File: src/rtl/mips_cpu_data_bridge.sv
// mips_cpu_data_bridge
// Bridges a single-cycle MIPS CPU data port onto an Avalon-MM style bus.
// The CPU is stalled through cpu_clk_enable while a bus access is in flight.
// A BUSY timeout turns a hung bus into an error instead of a deadlock.

module mips_cpu_data_bridge #(
   parameter int TIMEOUT_CYCLES = 255
) (
   input  logic        clk,
   input  logic        reset,
   input  logic        en_in,
   input  logic        cpu_read,
   input  logic        cpu_write,
   input  logic [31:0] cpu_address,
   input  logic [3:0]  cpu_byteenable,
   input  logic [31:0] cpu_writedata,
   output logic [31:0] cpu_readdata,
   output logic        cpu_clk_enable,
   output logic [31:0] avm_address,
   output logic        avm_read,
   output logic        avm_write,
   output logic [3:0]  avm_byteenable,
   output logic [31:0] avm_writedata,
   input  logic [31:0] avm_readdata,
   input  logic        avm_waitrequest,
   output logic        bus_error
);

   localparam logic [1:0] IDLE = 2'd0;
   localparam logic [1:0] BUSY = 2'd1;
   localparam logic [1:0] DONE = 2'd2;

   // Timeout fires on the last permitted BUSY cycle, so BUSY lasts exactly TIMEOUT_CYCLES.
   localparam logic [15:0] TMO_LAST = 16'(TIMEOUT_CYCLES - 1);

   logic [1:0]  state;
   logic        cmd_rd;
   logic        cmd_wr;
   logic [31:0] readdata;
   logic [15:0] tmo_cnt;
   logic        request;
   logic        req_err;

   assign request = (cpu_read | cpu_write) & en_in;
   // Read+write together is resolved as a write; misalignment is flagged and dropped to the word.
   assign req_err = (cpu_read & cpu_write) | (|cpu_address[1:0]);

   // Commands are decoded from state so an async reset removes them immediately.
   assign avm_read     = (state == BUSY) & cmd_rd;
   assign avm_write    = (state == BUSY) & cmd_wr;
   assign cpu_readdata = readdata;

   // CPU stall: held low while an access is pending or in flight.
   always_comb begin
      cpu_clk_enable = en_in;
      case (state)
         IDLE:    cpu_clk_enable = en_in & ~request;
         BUSY:    cpu_clk_enable = 1'b0;
         default: cpu_clk_enable = en_in;
      endcase
   end

   // Access FSM, request latch, response capture and timeout.
   always_ff @(posedge clk or negedge reset) begin
      if (!reset) begin
         state          <= IDLE;
         cmd_rd         <= 1'b0;
         cmd_wr         <= 1'b0;
         avm_address    <= 32'd0;
         avm_byteenable <= 4'd0;
         avm_writedata  <= 32'd0;
         readdata       <= 32'd0;
         tmo_cnt        <= 16'd0;
         bus_error      <= 1'b0;
      end else begin
         case (state)
            IDLE: begin
               if (request) begin
                  if (req_err) bus_error <= 1'b1;
                  if (|cpu_byteenable) begin
                     avm_address    <= {cpu_address[31:2], 2'b00};
                     avm_byteenable <= cpu_byteenable;
                     avm_writedata  <= cpu_writedata;
                     cmd_wr         <= cpu_write;
                     cmd_rd         <= cpu_read & ~cpu_write;
                     tmo_cnt        <= 16'd0;
                     state          <= BUSY;
                  end else begin
                     // No lanes enabled: complete without touching the bus.
                     readdata <= 32'd0;
                     state    <= DONE;
                  end
               end
            end
            BUSY: begin
               if (!avm_waitrequest) begin
                  if (cmd_rd) readdata <= avm_readdata;
                  state <= DONE;
               end else if (tmo_cnt == TMO_LAST) begin
                  bus_error <= 1'b1;
                  readdata  <= 32'hDEADBEEF;
                  state     <= DONE;
               end else begin
                  tmo_cnt <= tmo_cnt + 16'd1;
               end
            end
            DONE: begin
               if (en_in) state <= IDLE;
            end
            default: state <= IDLE;
         endcase
      end
   end

endmodule

File: config.mk
export PLATFORM = sky130hd
export DESIGN_NAME = mips_cpu_data_bridge
export DESIGN_NICKNAME = d
export VERILOG_FILES = /design/src/rtl/mips_cpu_data_bridge.sv
export SDC_FILE = /design/constraint.sdc
export NUM_CORES = 1
export LEC_CHECK = 0
export CORE_MARGIN = 1
export CORE_UTILIZATION = 25
export DETAILED_ROUTE_END_ITERATION = 8
export PLACE_DENSITY = 0.62
export REMOVE_ABC_BUFFERS = 1
export SYNTH_ARGS = -nofsm -noshare
export SYNTH_HDL_FRONTEND = slang
export SYNTH_SLANG_ARGS = --single-unit
File: constraint.sdc
create_clock -name clk -period 2.4 [get_ports clk]
set_input_delay 0.6 -clock clk [delete_from_list [all_inputs] [get_ports clk]]
set_output_delay 0.6 -clock clk [all_outputs]
set_load 0.005 [all_outputs]
==> results of run 1 <==
-- what timing repair did --
item / CTS / global route
pin swaps: 1 / 3
buffers inserted: 0 / 1
setup endpoints to repair: 36 / 18
resized for setup: 5 / 8
cloned: 1 / 0
-- Yosys cell counts, types with 2 or more instances --
master / instances
sky130_fd_sc_hd__dfrtp_1: 119
sky130_fd_sc_hd__mux2_2: 69
sky130_fd_sc_hd__nor2_1: 50
sky130_fd_sc_hd__mux2_4: 22
sky130_fd_sc_hd__clkbuf_1: 17
sky130_fd_sc_hd__nand2_1: 16
sky130_fd_sc_hd__inv_1: 13
sky130_fd_sc_hd__nand3_1: 9
sky130_fd_sc_hd__nor3_1: 9
sky130_fd_sc_hd__and3_1: 8
sky130_fd_sc_hd__mux2i_1: 8
sky130_fd_sc_hd__a211o_1: 7
sky130_fd_sc_hd__or4_1: 7
sky130_fd_sc_hd__o21ai_0: 6
sky130_fd_sc_hd__nand4_1: 5
sky130_fd_sc_hd__or3_1: 4
sky130_fd_sc_hd__buf_6: 3
sky130_fd_sc_hd__nand2b_1: 3
sky130_fd_sc_hd__a21o_1: 2
sky130_fd_sc_hd__a21oi_1: 2
sky130_fd_sc_hd__a221o_1: 2
sky130_fd_sc_hd__buf_2: 2
sky130_fd_sc_hd__buf_4: 2
sky130_fd_sc_hd__ha_1: 2
sky130_fd_sc_hd__nor4_1: 2
sky130_fd_sc_hd__o211a_1: 2
sky130_fd_sc_hd__o211ai_1: 2
sky130_fd_sc_hd__o21a_1: 2
-- path summary, 6_finish.rpt --
path | startpoint | end | slack [ps] | depth (start not counted)
worst max-delay path | cpu_write | cpu_clk_enable | 70 | 5
worst min-delay path | reset | avm_address[5] | 90 | 1
worst max register to register | tmo_cnt[0] | cpu_readdata[18] | 160 | 7
worst min register to register | bus_error | bus_error | 460 | 1
max in group asynchronous | reset | state[0] | 1680 | 2
min in group clk | bus_error | bus_error | 460 | 1
-- worst max-delay path, cell delays in order --
cell                              delay, ps
sky130_fd_sc_hd__clkdlybuf4s50_1        460
sky130_fd_sc_hd__buf_4                  170
sky130_fd_sc_hd__nor3_2                 150
sky130_fd_sc_hd__o21a_1                 130
sky130_fd_sc_hd__clkdlybuf4s15_1        230
-- metal layers --
metal	wire length (µm)	up-vias
met1	5820	1988
li1	-	1917
met3	1330	12
met4	116	0
met2	6910	170
met5	0	-
-- cell type report --
| cell class | count | share of cell area (%) |
|---|---|---|
| Clock buffer | 19 | 5.38 |
| Clock inverter | 13 | 1.41 |
| Inverter | 13 | 0.580 |
| Multi-Input combinational cell | 257 | 25.2 |
| Sequential cell | 119 | 35.4 |
| Tap cell | 270 | 4.02 |
| Timing Repair Buffer | 234 | 27.9 |
-- state kept, by name (all words and copies together), names as in the netlist --
| register | flops |
|---|---|
| avm_byteenable | 4 |
| bus_error | 1 |
| avm_writedata | 32 |
| cpu_readdata | 32 |
| tmo_cnt | 16 |
| cmd_rd | 1 |
| cmd_wr | 1 |
| avm_address | 30 |
| state | 2 |
-- through the flow --
step	cells	instance area [µm²]	setup WS [ps]	util, %
after floorplan	389	5120	-928	-
after global placement	891	7770	-686	38.1
after detailed placement	891	7770	-749	38.1
after CTS	924	8390	14.0	41.2
after global routing	925	8410	19.4	41.3
final	925	8410	66.6	41.3
-- kinds of logic after synthesis --
family	share of synthesized area (%)
simple gates	11.6
flops	56.8
mux	22.6
buf+inv	3.34
compound gates	5.01
fa+ha+maj	0.477
other cells	0.0715
-- power breakdown --
| part | switching [mW] | internal, mW | total (mW) |
|---|---|---|---|
| registers | 0.491 | 2.83 | 3.32 |
| logic | 1.24 | 2.57 | 3.81 |
| clock network | 0.971 | 1.49 | 2.46 |
| total | 2.71 | 6.89 | 9.59 |
==> flow_summary.toml, run 1 <==
[sta]
maxSlewViolCount = 0
final.period_utilization_pct = 97.2
slew-limit-headroom_pct = 60.7
fin_crit_ps = 2330
achievable-frequency_mhz = 429
holdWs_ps = 89.8
hold_viol = 0
unrepaired_setup_endpoints_after_global_routing = "no"
timing.setup.tns_ps = 0
worstMarginPinSlew_ps = 590
setup_viol = 0
worst_clock_skew_ps = 9.03

[clocking]
cts-buffers-inserted = 17
cts_max_level = 4
cts_max_path_buffers = 2
holdBufCountCts = 0
clk-insertion-delay-late_ps = 410
cts_root_buf = "sky130_fd_sc_hd__clkbuf_16"
clock-sinks = 119
clk_pin_slew_worst_paths_ps = 60
clock_tree_from_tritoncts = "built"

[die]
fp.dieW_um = 147
floorplan.core_area_um2 = 20400
die-height_um = 147
ios = 210
initial_core_util_pct = 25.7
die_area_um2 = 21600
num_rows = 52

[power_and_ir_drop]
p_per_area_nw_per_um2 = 1140
ir_drop_mv = 0.536
p_leak_nw = 3.71
total_power_mw = 9.59

[hold_path]
hp-class = "input port to async pin"

[grt]
grt_most_used_layer = "met2"
globalRoute.totalOverflow = 0
use_met2_pct = 22.6
grt_max_degree = 59
grt_use_met1_pct = 15.5
gr-usage-met3_pct = 5.81
grt_pass1_vias = 4386
global_route.usage.total_pct = 13.5
initial_antenna_violation_count = 0
wire_length_of_the_first_global_routing_pass_um = 22700

[finish]
area_growth_pct = 60.5
drive_above_1_share_pct = 25.0
leading_cell_types_in_the_layout_fill_and_taps_excluded = "202 x sky130_fd_sc_hd__clkdlybuf4s50_1, 118 x sky130_fd_sc_hd__dfrtp_1, 69 x sky130_fd_sc_hd__mux2_2"
regArea_um2 = 2980
multi_input_gate_area_in_the_final_layout_um2 = 2120
finish.net_count = 750
fillerInstances = 1885
antenna_cells_inserted = 0
final_common_cell = "sky130_fd_sc_hd__clkdlybuf4s50_1"

[synthesis]
netlist_area_um2 = 5240
synthesis.area_per_instance_um2 = 12.7
count_of_unique_library_cells_instantiated_by_yosys = 46
synthArstFlopShare_pct = 100
synth_enable_flop_cells = 0
post_synth_inst_count = 413
synthFlopType = "sky130_fd_sc_hd__dfrtp_1"
yosysSeqAreaShare_pct = 56.8
ys_warn_count = 0
synth_area_leaders = "sky130_fd_sc_hd__dfrtp_1 57%, sky130_fd_sc_hd__mux2_2 15%, sky130_fd_sc_hd__mux2_4 6.3%"
synth_largest_type_area_fraction_pct = 56.8
postSynthRegisterBits = 119
synth.largest_area_cell = "sky130_fd_sc_hd__dfrtp_1"

[routing]
firstDrtPassIters = 4
drc = 0
route.detailed.wl_per_inst_um = 15.3
drtIter0Drc = 98
num_vias = 4087
via_per_inst = 4.42
detail-route-antenna-nets = 0
wl_um = 14200

[critical_path]
crit_required_ps = 1800
timing_worst_setup_path_type = "input port to output port"
endpoint_kind = "output port"
startpoint_types = "input port"
path_max_fanout = 4
wp_data_arrival_ps = 1730

[place]
port_buffers = 207
detailed_place_hpwl_um = 10300
routabilityCongestion = 0.769

[flow_run]
timing.max_cap.violations = 0

[outcome]
status = "completed"
(Power assumes the default switching activity.)
==> inputs of run 2 (changes only) <==
Settings changed: CORE_UTILIZATION 25 to 39, PLACE_DENSITY 0.62 to 0.85.
==> flow_summary.toml, run 2 (synthesis gave the netlist of run 1 again) <==
[routing]
wire_length_on_met3_um = 1300
uppermost_metal_layer_occupied_by_signal_nets = "met4"
route.detailed.wl_per_inst_um = 16.9
via_per_inst = 5.14
drtIter0Drc = 257
detail-route-antenna-nets = 0
wl_um = 13900
firstDrtPassIters = 4
detail_route.wirelength.met1_um = 5450
total_length_of_routed_met2_wires_um = 6910
num_vias = 4235
drc = 0

[hold_path]
hp-class = "input port to async pin"

[critical_path]
crit_top_cell = "sky130_fd_sc_hd__buf_4"
endpoint_kind = "register"
timing.critical_path.from = "cpu_byteenable[2]"
r2r-end = "cpu_readdata[8]"
startpoint_types = "input port"
critical_path.endpoint = "tmo_cnt[4]"
crit_buf_inv = 3
timing_worst_setup_path_type = "input port to register"
timing.rr.start = "tmo_cnt[0]"
crit_required_ps = 2690
largest_delay_contributor_family_on_the_critical_path = "simple AND/OR/NAND/NOR gates"
reg2reg_setup_slack_ps = 100
worstSetupPathDepth = 7
path_max_fanout = 5
wp_data_arrival_ps = 2660
crit_path_max_incr_delay_ps = 680
critPathSlowestCell = "sky130_fd_sc_hd__or4_2"
critical_path_cell_list = "clkdlybuf4s50_1 > nor4_2 > buf_4 > or4_2 > and2_4 > buf_4 > a211o_1"
worst-r2r-cell-count = 8

[finish]
final_cell_area_um2 = 8290
final_common_cell = "sky130_fd_sc_hd__clkdlybuf4s50_1"
area_growth_pct = 58.1
leading_cell_types_in_the_layout_fill_and_taps_excluded = "205 x sky130_fd_sc_hd__clkdlybuf4s50_1, 119 x sky130_fd_sc_hd__dfrtp_1, 69 x sky130_fd_sc_hd__mux2_2"
regArea_um2 = 2980
antenna_cells_inserted = 0
fillerInstances = 930
layout.cells.non_filler = 824
final_util_pct = 64.4
finish.net_count = 747
multi_input_gate_area_in_the_final_layout_um2 = 2110
drive_above_1_share_pct = 23.6

[place]
routabilityCongestion = 0.820
place.detailed.instances = 791
dpl_worst_slack_ps = -492
port_buffers = 207
detailed_place_hpwl_um = 9890
dpl_cell_area_um2 = 7630

[clocking]
clk-insertion-delay-late_ps = 410
cts_max_path_buffers = 2
holdBufCountCts = 0
clk_pin_slew_worst_paths_ps = 50
cts-buffers-inserted = 17
cts_max_level = 4
clock_tree_from_tritoncts = "built"
clock-sinks = 119
cts_root_buf = "sky130_fd_sc_hd__clkbuf_16"

[sta]
timing.setup.tns_ps = 0
unrepaired_setup_endpoints_after_global_routing = "no"
worst_clock_skew_ps = 7.19
maxSlewViolCount = 0
fin_crit_ps = 2370
final.period_utilization_pct = 98.5
holdWs_ps = 158
hold_viol = 0
achievable-frequency_mhz = 423
slew-limit-headroom_pct = 67.8
final_critical_path_setup_slack_ps = 34.8
worstMarginPinSlew_ps = 471
setup_viol = 0

[die]
floorplan.core_area_um2 = 12900
ios = 210
num_rows = 41
die-height_um = 118
fp.dieW_um = 118
die_area_um2 = 13900
initial_core_util_pct = 40.7

[grt]
globalRoute.totalOverflow = 0
grt_max_degree = 60
initial_antenna_violation_count = 0
grt_pass1_vias = 4555
wire_length_of_the_first_global_routing_pass_um = 22700
global_route.usage.total_pct = 20.8

[power_and_ir_drop]
p_per_area_nw_per_um2 = 1180
p_leak_nw = 3.70
total_power_mw = 9.79
ir_drop_mv = 0.794

[outcome]
status = "completed"

[flow_run]
timing.max_cap.violations = 0
run 2: changes by cell type in the layout (fill, tap and decap cells not counted), moves of 2 or more:
cell	before	now
sky130_fd_sc_hd__buf_4	23	20
sky130_fd_sc_hd__bufinv_16	1	4
sky130_fd_sc_hd__clkbuf_1	0	3
sky130_fd_sc_hd__clkdlybuf4s50_1	202	205
sky130_fd_sc_hd__clkinvlp_4	4	2
sky130_fd_sc_hd__dlymetal6s2s_1	2	0
sky130_fd_sc_hd__inv_6	4	2
run 2: timing repair:
action / in CTS / in global routing
gates cloned: 1 / 0
gates resized for setup: 3 / 3
setup buffers: 0 / 0
endpoints found under the setup margin: 31 / 19
pin swaps: 0 / 1
run 2: layout make-up:
cell class                      instances  share of cell area, %
Clock inverter                         11                   2.07
Multi-Input combinational cell        257                   25.4
Inverter                               13                  0.589
Tap cell                              172                   2.60
Timing Repair Buffer                  231                   28.0
Sequential cell                       119                   35.9
Clock buffer                           21                   5.43
run 2: routing by layer:
| metal | vias to the layer above | GRT usage [%] |
|---|---|---|
| li1 | 1913 | - |
| met1 | 2089 | 23.9 |
| met2 | 208 | 34.7 |
| met3 | 25 | 8.62 |
| met4 | 0 | 7.45 |
| met5 | - | 0 |
run 2: worst reg2reg max path, delay by kind of cell, from the launching register on:
family | cells | cell delay, ps
buf+inv | 3 | 470
simple gates | 2 | 850
fa+ha+maj | 1 | 160
mux | 1 | 170
compound gates | 1 | 170
flops | 1 | 380
run 2: report_power, final:
| group | internal, mW | switching (mW) |
|---|---|---|
| registers | 2.83 | 0.487 |
| logic | 2.54 | 1.26 |
| clock network | 1.77 | 0.904 |
run 2: worst min-delay path by stage:
stage,start,endpoint,slack (ps),depth (start not counted)
global route,reset,cpu_readdata[24],180,1
finish,reset,cpu_readdata[14],160,1
detailed placement,bus_error,bus_error,440,1
global placement,bus_error,bus_error,450,1
CTS,reset,cpu_readdata[14],160,1
floorplan,reset,avm_address[10],300,0
==> inputs of run 3 (changes only) <==
Settings changed: CAP_MARGIN set to 20, CORE_ASPECT_RATIO set to 0.7, PLACE_DENSITY 0.85 to unset, PLACE_DENSITY_LB_ADDON set to 0.05.
==> flow_summary.toml, run 3 (synthesis gave the netlist of run 1 again) <==
[outcome]
status = "completed"

[place]
routabilityCongestion = 0.791
detailed_place_hpwl_um = 9450
port_buffers = 207

[critical_path]
wp_data_arrival_ps = 2660
crit_path_max_incr_delay_ps = 660
timing_worst_setup_path_type = "input port to register"
startpoint_types = "input port"
reg2reg_setup_slack_ps = 180
critical_path_cell_list = "clkdlybuf4s50_1 > nor4_4 > buf_4 > or4_2 > buf_8 > mux2_2"
crit_buf_inv = 3
crit_required_ps = 2680
path_max_fanout = 72
largest_delay_contributor_family_on_the_critical_path = "buffers and inverters"
critPathSlowestCell = "sky130_fd_sc_hd__or4_2"
endpoint_kind = "register"

[power_and_ir_drop]
p_per_area_nw_per_um2 = 1170
p_leak_nw = 3.76
total_power_mw = 9.83
ir_drop_mv = 0.660

[clocking]
clk_pin_slew_worst_paths_ps = 60
cts_max_level = 4
clock_tree_from_tritoncts = "built"
cts-buffers-inserted = 17
clk-insertion-delay-late_ps = 410
cts_max_path_buffers = 2
cts_root_buf = "sky130_fd_sc_hd__clkbuf_16"
clock-sinks = 119

[sta]
unrepaired_setup_endpoints_after_global_routing = "no"
worst_clock_skew_ps = 11.2
hold_viol = 0
setup_viol = 0
achievable-frequency_mhz = 421
worstMarginPinSlew_ps = 575
fin_crit_ps = 2370
final.period_utilization_pct = 98.9
maxSlewViolCount = 0
slew-limit-headroom_pct = 61.6

[routing]
route.detailed.wl_per_inst_um = 16.3
wl_um = 13500
detail-route-antenna-nets = 0
drtIter0Drc = 206
num_vias = 4107
drc = 0
via_per_inst = 4.97
firstDrtPassIters = 4

[die]
fp.dieW_um = 141
floorplan.core_area_um2 = 13100
ios = 210
initial_core_util_pct = 39.9
die-height_um = 99.0
die_area_um2 = 13900
num_rows = 35

[finish]
final_common_cell = "sky130_fd_sc_hd__clkdlybuf4s50_1"
leading_cell_types_in_the_layout_fill_and_taps_excluded = "202 x sky130_fd_sc_hd__clkdlybuf4s50_1, 119 x sky130_fd_sc_hd__dfrtp_1, 69 x sky130_fd_sc_hd__mux2_2"
area_growth_pct = 59.8
finish.net_count = 756
drive_above_1_share_pct = 25.3
antenna_cells_inserted = 0
final_util_pct = 63.8

[grt]
grt_max_degree = 73
global_route.usage.total_pct = 20.0
grt_pass1_vias = 4084
wire_length_of_the_first_global_routing_pass_um = 21300
globalRoute.totalOverflow = 0
initial_antenna_violation_count = 0

[hold_path]
hp-class = "input port to async pin"

[flow_run]
timing.max_cap.violations = 0
run 3: what timing repair did:
| action | in CTS | in global routing |
|---|---|---|
| gates resized for setup | 8 | 6 |
| endpoints found under the hold margin | 0 | 0 |
| setup endpoints to repair | 104 | 84 |
| pin swaps | 1 | 3 |
| buffers inserted | 0 | 2 |
| cloned | 1 | 0 |
| hold buffers | 0 | 0 |
run 3: per-layer routing:
layer | share of wire [%] | vias to the layer above | track usage (%)
met1 | 46 | 2025 | 27.4
met5 | 0 | - | 0
li1 | - | 1936 | -
met4 | 0.77 | 0 | 5.94
met2 | 47 | 137 | 30.8
met3 | 5.8 | 9 | 5.98
run 3: worst register-to-register path, cell delays in order, from the launching register on:
cell,delay [ps]
sky130_fd_sc_hd__dfrtp_1,370
sky130_fd_sc_hd__inv_1,80
sky130_fd_sc_hd__ha_1,170
sky130_fd_sc_hd__nor4b_4,280
sky130_fd_sc_hd__a41oi_2,170
sky130_fd_sc_hd__or4_4,510
sky130_fd_sc_hd__buf_12,190
sky130_fd_sc_hd__buf_4,190
sky130_fd_sc_hd__mux2i_1,170
run 3: power breakdown:
part | internal [mW] | total (mW) | switching (mW)
combinational | 2.54 | 3.79 | 1.25
sequential | 2.83 | 3.28 | 0.449
clock | 1.81 | 2.76 | 0.952
run 3: worst paths after layout:
kind,from,endpoint,depth (start not counted)
setup reg to reg,tmo_cnt[0],cpu_readdata[8],8
hold / removal,reset,avm_writedata[27],1
min in group clk,bus_error,bus_error,1
setup / recovery,cpu_byteenable[0],avm_writedata[3],6
max in group asynchronous,reset,avm_address[11],2
hold reg to reg,bus_error,bus_error,1
run 3: through the flow:
stage                     cells  setup TNS, ps  hold WS [ps]  setup slack (ps)  instance area [µm²]
after floorplan             389         -73660           304              -928                 5120
after global placement      792         -70250           444              -664                 7660
after detailed placement    792         -71480           452              -695                 7660
after CTS                   825              0           197              1.18                 8360
after global routing        827              0           209              1.28                 8380
final                       827              0           182              25.8                 8380
run 3: cell type report:
class | count | area [µm²]
Tap cell | 166 | 208
Multi-Input combinational cell | 257 | 2120
Inverter | 13 | 48.8
Fill cell | 1025 | 4760
Sequential cell | 119 | 2980
Clock buffer | 19 | 453
Timing Repair Buffer | 240 | 2380
Clock inverter | 13 | 195
==> RTL change: new RTL, settings of run 1 <==
Make the reset (`reset`) synchronous in one clocked block. Comments in the files are not updated.
--- a/src/rtl/mips_cpu_data_bridge.sv
+++ b/src/rtl/mips_cpu_data_bridge.sv
@@ -61,7 +61,7 @@
    end
 
    // Access FSM, request latch, response capture and timeout.
-   always_ff @(posedge clk or negedge reset) begin
+   always_ff @(posedge clk) begin
       if (!reset) begin
          state          <= IDLE;
          cmd_rd         <= 1'b0;
Function: differs if reset is asserted again (counterexample within 4 cycles, from zero or initial values and one cycle with reset low); with reset held inactive, the same outputs for 4 cycles.
==> RTL change against run 1 <==
- worst setup slack gained 0.052 ns
- critical path depth shrank 1
- fmax grew 2.3%
- sequential cell count is the same
- count of clock-buffer cells in the layout is the same
- hold slack gained 0.36 ns
- wire length grew 3.9%
- cell area shrank 4.5%
- final cell count grew 16%
- area after synthesis shrank 6.8%
- via count grew 19%
- critical path type unchanged
- largest cell class unchanged
Power is not compared: it rests on default switching activity, and its combinational part moved more than twofold at a synthesized area within 25%.
==> RTL change: results (changes against run 1) <==
global_routing:
  grtUsageTotal_pct: 15.0  # +1.5 points
  grt_pass1_vias: 4626  # +5.5%
  grt_max_degree: 57  # -3.4%
  use_met2_pct: 25.7  # +3.1 points
  met1_usage_pct: 18.0  # +2.4 points
  met3_usage_pct: 3.68  # -2.1 points
  grt_pass1_wl_um: 23800  # +5.1%
critical_path:
  r2r_end: "tmo_cnt[4]$_SDFFE_PN0P_"
  rr_worst_depth: 6  # -1
  rr_startpoint: "tmo_cnt[1]$_SDFFE_PN0P_"
  cp.arrival_ns: 1.68  # -0.05 ns
  critical_path.max_stage_delay_ns: 0.50  # +0.04 ns
  ff2ff_setup_slack_ns: 0.51  # +0.35 ns
layout:
  fin_nets: 906  # +21%
  drive_above_1_share_pct: 9.49  # -16 points
  diodes: 0  # unchanged
timing:
  skew_ns: 0.00977  # +0.000743 ns
  slew_headroom_pct: 63.2  # +2.6 points
synthesis:
  ys_types: 52  # +13%
  yosys-top-cells-count: "nand2_1, dfxtp_1, a21oi_1"
  synth.area.mux_share_pct: 6.96  # -16 points
  synthArstFlopShare_pct: 0  # -100 points
  ys_top_cells_by_area: "dfxtp_1, nand2_1, a21oi_1"
  synth-compound-area-share_pct: 17.3  # +12 points
  synthAdderAreaFrac_pct: 0.512  # +0.035 points
  seq_area_frac_synth_pct: 48.7  # -8.1 points
run_status:
  outcome: "complete, no violations"
clock_tree:
  clk_latency_ns: 0.41  # about the same
  clk_path_buf_depth: 2  # unchanged
  clk_pin_slew_worst_paths_ns: 0.06  # about the same
  cts-root-buf: "clkbuf_16"
route:
  detail_route.iter0.violations: 282  # +190%
  vias: 4844  # +19%
  drt-total-wl_um: 14700  # +3.9%
placed_design:
  gp_congestion: 0.786  # +2.1%
  detailed_place_hpwl_um: 10600  # +3.1%
  dpl_worst_slack_ns: -0.130  # +0.619 ns
worst_hold_path:
  hp-class: "reg2reg"
[RTL change: metal layers]
layer / vias to the layer above / share of wire [%] / wire length [µm]
met3: 17 / 4.0 / 588
met2: 116 / 51 / 7540
met1: 2278 / 43 / 6340
met5: - / 0 / 0
li1: 2433 / - / -
met4: 0 / 1.8 / 261
[RTL change: final cells by class]
cell class                 count  area, µm²
clock inverter                13        194
tap                          260        325
inverter                       6       22.5
fill                        1868      10900
sequential                   119       2380
multi-input combinational    417       2290
clock buffer                  19        453
timing repair buffer         237       2370
[RTL change: critical path, delay by kind of cell]
kind / cells / cell delay [ns]
buffers and inverters: 2 / 0.79
and+or+nand+nor: 1 / 0.16
AOI/OAI and AO/OA: 1 / 0.13
[RTL change: power by group]
part | internal (W) | switching (W) | leakage (nW)
Sequential | 0.00207 | 0.0000465 | 0.968
Clock | 0.00181 | 0.000960 | 0.314
Combinational | 0.000456 | 0.000350 | 1.77
[RTL change: stage by stage]
stage / area [µm²] / setup TNS [ns] / hold slack [ns] / power [W] / instances
global placement: 7380 / -7.13 / 0.441 / 0.00297 / 1039
CTS: 8030 / 0 / 0.454 / 0.00576 / 1071
detailed placement: 7380 / -7.83 / 0.446 / 0.00297 / 1039
global route: 8030 / 0 / 0.474 / 0.00594 / 1071
finish: 8030 / 0 / 0.450 / 0.00568 / 1071
floorplan: 4680 / -68.15 / 0.432 / 0.00243 / 542
[RTL change: kinds of logic after synthesis]
kind of cell	after synthesis
flip-flops	119
AO/OA/AOI/OAI	135
AND/OR/NAND/NOR	244
multiplexers	34
buffers and inverters	49
adder cells (fa/ha/maj)	2
other	1
[RTL change: timing repair]
item	in CTS	in global routing
cloned	0	0
setup endpoints to repair	1	1
resized for setup	3	1
pin swaps	0	0
